==> src/rtl/rtc_pkg.sv <==
// rtc_pkg: shared state encoding, field widths, limits and 12h display mapping.
package rtc_pkg;
    typedef enum logic [1:0] {IDLE, RUN, LOAD} state_t;
    localparam int SEC_W  = 6;
    localparam int MIN_W  = 6;
    localparam int HOUR_W = 5;
    localparam logic [SEC_W-1:0]  SEC_MAX  = 6'd59;
    localparam logic [MIN_W-1:0]  MIN_MAX  = 6'd59;
    localparam logic [HOUR_W-1:0] HOUR_MAX = 5'd23;
    function automatic logic [HOUR_W:0] to_12h(input logic [HOUR_W-1:0] h);
        logic [HOUR_W-1:0] h12;
        h12 = h == '0 ? 5'd12 : h > 5'd12 ? h - 5'd12 : h;
        return {h >= 5'd12, h12};
    endfunction
endpackage

==> src/rtl/rtc_prescaler.sv <==
// rtc_prescaler: divides clk by TICK_DIV into a one-cycle tick while enabled.
module rtc_prescaler #(
    parameter int TICK_DIV = 50_000_000
) (
    input  logic clk,
    input  logic rst,
    input  logic enable,
    input  logic clear,
    output logic tick
);
    localparam int DIV_W = TICK_DIV > 1 ? $clog2(TICK_DIV) : 1;
    logic [DIV_W-1:0] cnt;
    logic             last;
    assign last = cnt == DIV_W'(TICK_DIV - 1);
    assign tick = enable & last;
    always_ff @(posedge clk or negedge rst) begin
        if (!rst)
            cnt <= '0;
        else if (clear)
            cnt <= '0;
        else if (enable)
            cnt <= last ? '0 : cnt + 1'b1;
    end
endmodule

==> src/rtl/rtc_timekeeper.sv <==
// rtc_timekeeper: hh:mm:ss timekeeper with prescaler, 12/24h display, time load and one-shot alarm.
module rtc_timekeeper
    import rtc_pkg::*;
#(
    parameter int TICK_DIV = 50_000_000
) (
    input  logic              clk,
    input  logic              rst,
    input  logic              run_en,
    input  logic              mode_12h,
    input  logic              set_valid,
    output logic              set_ready,
    input  logic [HOUR_W-1:0] set_hour,
    input  logic [MIN_W-1:0]  set_min,
    input  logic [SEC_W-1:0]  set_sec,
    output logic              set_err,
    input  logic              alarm_wr,
    input  logic [HOUR_W-1:0] alarm_hour,
    input  logic [MIN_W-1:0]  alarm_min,
    input  logic              alarm_en,
    output logic [SEC_W-1:0]  sec,
    output logic [MIN_W-1:0]  min,
    output logic [HOUR_W-1:0] hour,
    output logic              pm,
    output logic              sec_tick,
    output logic              day_wrap,
    output logic              alarm_hit
);
    state_t            state, state_d;
    logic [SEC_W-1:0]  sec_q, sec_n;
    logic [MIN_W-1:0]  min_q, min_n, alarm_m;
    logic [HOUR_W-1:0] hour_q, hour_n, alarm_h, hour12;
    logic              accept, legal, tick, pm12;
    logic              sec_wrap, min_wrap, hour_wrap, alarm_match;

    assign set_ready = state != LOAD;
    assign accept    = set_valid & set_ready;
    assign legal     = set_hour <= HOUR_MAX && set_min <= MIN_MAX && set_sec <= SEC_MAX;

    rtc_prescaler #(.TICK_DIV(TICK_DIV)) u_prescaler (
        .clk    (clk),
        .rst    (rst),
        .enable (state == RUN),
        .clear  (accept),
        .tick   (tick)
    );

    always_comb begin
        state_d = accept ? LOAD : run_en ? RUN : IDLE;
    end

    always_ff @(posedge clk or negedge rst) begin
        if (!rst)
            state <= IDLE;
        else
            state <= state_d;
    end

    always_comb begin
        sec_wrap    = sec_q == SEC_MAX;
        min_wrap    = min_q == MIN_MAX;
        hour_wrap   = hour_q == HOUR_MAX;
        sec_n       = sec_wrap ? '0 : sec_q + 1'b1;
        min_n       = !sec_wrap ? min_q : min_wrap ? '0 : min_q + 1'b1;
        hour_n      = !(sec_wrap && min_wrap) ? hour_q : hour_wrap ? '0 : hour_q + 1'b1;
        alarm_match = sec_n == '0 && min_n == alarm_m && hour_n == alarm_h;
    end

    // An accepted load wins over a coincident tick; that tick is simply lost.
    always_ff @(posedge clk or negedge rst) begin
        if (!rst) begin
            sec_q     <= '0;
            min_q     <= '0;
            hour_q    <= '0;
            alarm_h   <= '0;
            alarm_m   <= '0;
            set_err   <= 1'b0;
            sec_tick  <= 1'b0;
            day_wrap  <= 1'b0;
            alarm_hit <= 1'b0;
        end else begin
            set_err   <= accept & ~legal;
            sec_tick  <= 1'b0;
            day_wrap  <= 1'b0;
            alarm_hit <= 1'b0;
            if (alarm_wr) begin
                alarm_h <= alarm_hour > HOUR_MAX ? HOUR_MAX : alarm_hour;
                alarm_m <= alarm_min > MIN_MAX ? MIN_MAX : alarm_min;
            end
            if (accept) begin
                if (legal) begin
                    sec_q  <= set_sec;
                    min_q  <= set_min;
                    hour_q <= set_hour;
                end
            end else if (tick) begin
                sec_q     <= sec_n;
                min_q     <= min_n;
                hour_q    <= hour_n;
                sec_tick  <= 1'b1;
                day_wrap  <= sec_wrap & min_wrap & hour_wrap;
                alarm_hit <= alarm_en & alarm_match;
            end
        end
    end

    assign {pm12, hour12} = to_12h(hour_q);
    assign sec  = sec_q;
    assign min  = min_q;
    assign hour = mode_12h ? hour12 : hour_q;
    assign pm   = mode_12h & pm12;
endmodule

==> config.mk <==
export PLATFORM = sky130hd
export DESIGN_NAME = rtc_timekeeper
export DESIGN_NICKNAME = d
export VERILOG_FILES = /design/src/rtl/rtc_pkg.sv /design/src/rtl/rtc_prescaler.sv /design/src/rtl/rtc_timekeeper.sv
export SDC_FILE = /design/constraint.sdc
export NUM_CORES = 1
export LEC_CHECK = 0
export CORE_MARGIN = 2
export CORE_UTILIZATION = 44
export DETAILED_ROUTE_END_ITERATION = 8
export DONT_BUFFER_PORTS = 1
export HOLD_SLACK_MARGIN = 0.06
export PLACE_DENSITY = 0.63
export SYNTH_ARGS = -nofsm -noshare
export SYNTH_HDL_FRONTEND = slang
export SYNTH_SLANG_ARGS = --single-unit
==> constraint.sdc <==
create_clock -name clk -period 2.72 [get_ports clk]
set_input_delay 0.408 -clock clk [delete_from_list [all_inputs] [get_ports clk]]
set_output_delay 0.408 -clock clk [all_outputs]
set_load 0.005 [all_outputs]
==> impl_metrics.toml <==
[sta]
layout_min_cycle_time_ns = 2.47
slew_violations = 0
max_freq_mhz = 405
period_share = 0.908
holdWs_ns = 0.146
fin_skew_ns = 0.0157
tightestPinTransition_ns = 0.721
setup-violations-final = 0
rsz0062_at_grt = "false"
hold_violations = 0
setup_tns_ns = 0
relSlewSlack = 0.515

[logic_synthesis]
syn_nets = 512
synth_cell_type_count = 62
syn_inst = 469
async_reset_ff_frac = 1.00
syn_avg_cell_area_um2 = 8.35
ys_ff_latch = 60
yosysWarnings = 0
synth_edf_count = 0
netlist_area_um2 = 3920
synth_top_cell_area_share = 0.383
ys.flop_type = "dfrtp_1"
ys_top_cells_by_area = "dfrtp_1, o21ai_0, a21oi_1"
synth_common_cells = "dfrtp_1, o21ai_0, nand2_1, a21oi_1, nor2_1"
yosysTopAreaCell = "dfrtp_1"
ys_seq_area_frac = 0.383

[placement]
place.gp.congestion = 0.906
placedCellCount = 569
hpwl_mm = 7.58
numPortBuffers = 0

[power_and_ir_drop]
power.density_nw_per_um2 = 638
p_comb_frac = 0.277
seq_power_share = 0.416
internal-power_w = 0.00175
p_switching_w = 0.00101
p_leak_nw = 1.74
peakVddDrop_v = 0.000447
p_sw_frac = 0.365
totalPowerFinal_w = 0.00275
clkPwrFrac = 0.306

[route]
vias = 3575
first_iter_violations = 273
dr.pass1.iters = 5
wl_mm = 10.4
wl_per_cell_um = 17.7
via_per_inst = 6.09
final_antenna_net_count = 0
drc = 0

[floorplanning]
rows = 34
fp.dieW_um = 98.3
die_h_um = 98.3
start_util = 0.451
core_area_um2 = 8680
ios = 58
dieArea_um2 = 9670

[clock_tree]
htree_levels = 3
cts_tree = "yes"
numCtsBuffers = 9
cts_setup_buffers = 0
clk_latency_ns = 0.35
clkSinkCount = 60
root_buffer = "clkbuf_8"
path_clk_slew_ns = 0.07
ctsLongestPathBuffers = 2

[setup_path]
crit_path_end_kind = "output port"
crit_type = "flip-flop to output port"
arrival_ns = 2.06
critPathRequiredTime_ns = 2.31
r2r_start = "min[0]$_DFFE_PN0P_"
start_kind = "flip-flop"
crit_start = "hour_q[3]$_DFFE_PN0P_"
rrSetupSlack_ns = 0.26
r2r.worst_path.cells = 8
r2r-end = "alarm_hit$_DFF_PN0_"
endpoint = "hour[4]"
cp_max_fo = 11

[cells_and_area]
area_delta_synth_final_pct = 10.1
n_fill_cell = 861
final_util = 0.497
finalNonFillerCells = 587
final_nets = 517
diodes = 0
drive_above_1_share = 0.0981

[flow_run]
max_cap_violations = 0

[global_routing]
top_usage_layer = "met2"
antenna_found_initial = 0
track_usage = 0.223
use_met3 = 0.0480
grt_pass1_vias = 3470
grt-ovfl-total = 0
met1_usage = 0.319
use_met2 = 0.328
grt_pass1_wl_mm = 17.5
grt_start_max_net_pins = 61

[hold_path]
hp-class = "input pin to flip-flop"

[run_status]
outcome = "complete, no violations"
[repair_timing]
action / CTS / global route
hold buffers: 2 / 0
resized for setup: 0 / 0
endpoints found under the hold margin: 60 / 0
endpoints found under the setup margin: 0 / 0
[power by group through the flow]
stage	Combinational (W)	Clock, W	Sequential [W]
final	0.000764	0.000843	0.00115
after global placement	0.000723	0	0.00115
after detailed placement	0.000733	0	0.00116
after CTS	0.000764	0.000854	0.00114
after global routing	0.000864	0.000897	0.00117
after floorplan	0.000555	0	0.00111
[state kept, by name, indices dropped and copies added, names as in the netlist]
name / cells
alarm_h: 5
alarm_hit: 1
alarm_m: 6
day_wrap: 1
hour_q: 5
min: 6
sec: 6
sec_tick: 1
set_err: 1
state: 2
u_prescaler.cnt: 26
[worst min path at each step]
stage                        start                              end  depth (start not counted)
after floorplan                rst           alarm_h[0]$_DFFE_PN0P_                          0
after global placement         rst  u_prescaler.cnt[23]$_DFFE_PN0P_                          0
after detailed placement       rst  u_prescaler.cnt[23]$_DFFE_PN0P_                          0
after CTS                 alarm_wr           alarm_h[0]$_DFFE_PN0P_                          1
after global routing      alarm_wr           alarm_h[2]$_DFFE_PN0P_                          1
final                     alarm_wr           alarm_h[0]$_DFFE_PN0P_                          1
[worst max-delay path, stage by stage, from the launching register on]
cell      delay (ns)
dfrtp_1         0.37
buf_4           0.17
ha_1            0.22
buf_4           0.17
or4_1           0.52
a21boi_0        0.27
[metrics by stage]
stage,setup slack [ns],cell area [um^2]
2_1_floorplan,0.495,3920
3_3_place_gp,0.374,4070
3_5_place_dp,0.294,4070
4_1_cts,0.230,4310
5_1_grt,0.0133,4310
6_report,0.251,4310
[final cells by class]
type / count / area (um^2) / share of cell area
multi-input cells: 364 / 2230 / 0.518
inverters: 20 / 75.1 / 0.0174
well taps: 108 / 135 / 0.0313
clock inverters: 5 / 61.3 / 0.0142
repair buffers: 19 / 165 / 0.0383
flip-flops and latches: 60 / 1500 / 0.348
clock buffers: 11 / 141 / 0.0328
[cells in the final DEF (no fill, tap or decap), types with 10 or more instances in the layout]
cell type,instances
nand3_1,22
nand2_1,43
nor2_1,34
xnor2_1,13
a21oi_1,34
buf_4,17
nor3_1,10
nand4_1,17
inv_1,19
o21ai_0,60
clkbuf_8,10
dfrtp_1,60
[per-layer routing]
layer  share of wire  up-vias
met4           0.026        0
li1                -     1727
met3           0.069       15
met1            0.48     1711
met5               0        -
met2            0.43      122
[cell families (layout without fill, tap and decap cells)]
group	count (synthesis)	count (layout)	share of synthesized area
buffers and inverters	45	55	0.0466
and+or+nand+nor	186	186	0.258
DFF	60	60	0.383
AOI/OAI and AO/OA	142	142	0.220
muxes	8	8	0.0211
adders and majority gates	8	8	0.0256
xor gates and xnor gates	20	20	0.0447
Note: power is estimated with default switching activity, not from simulation.
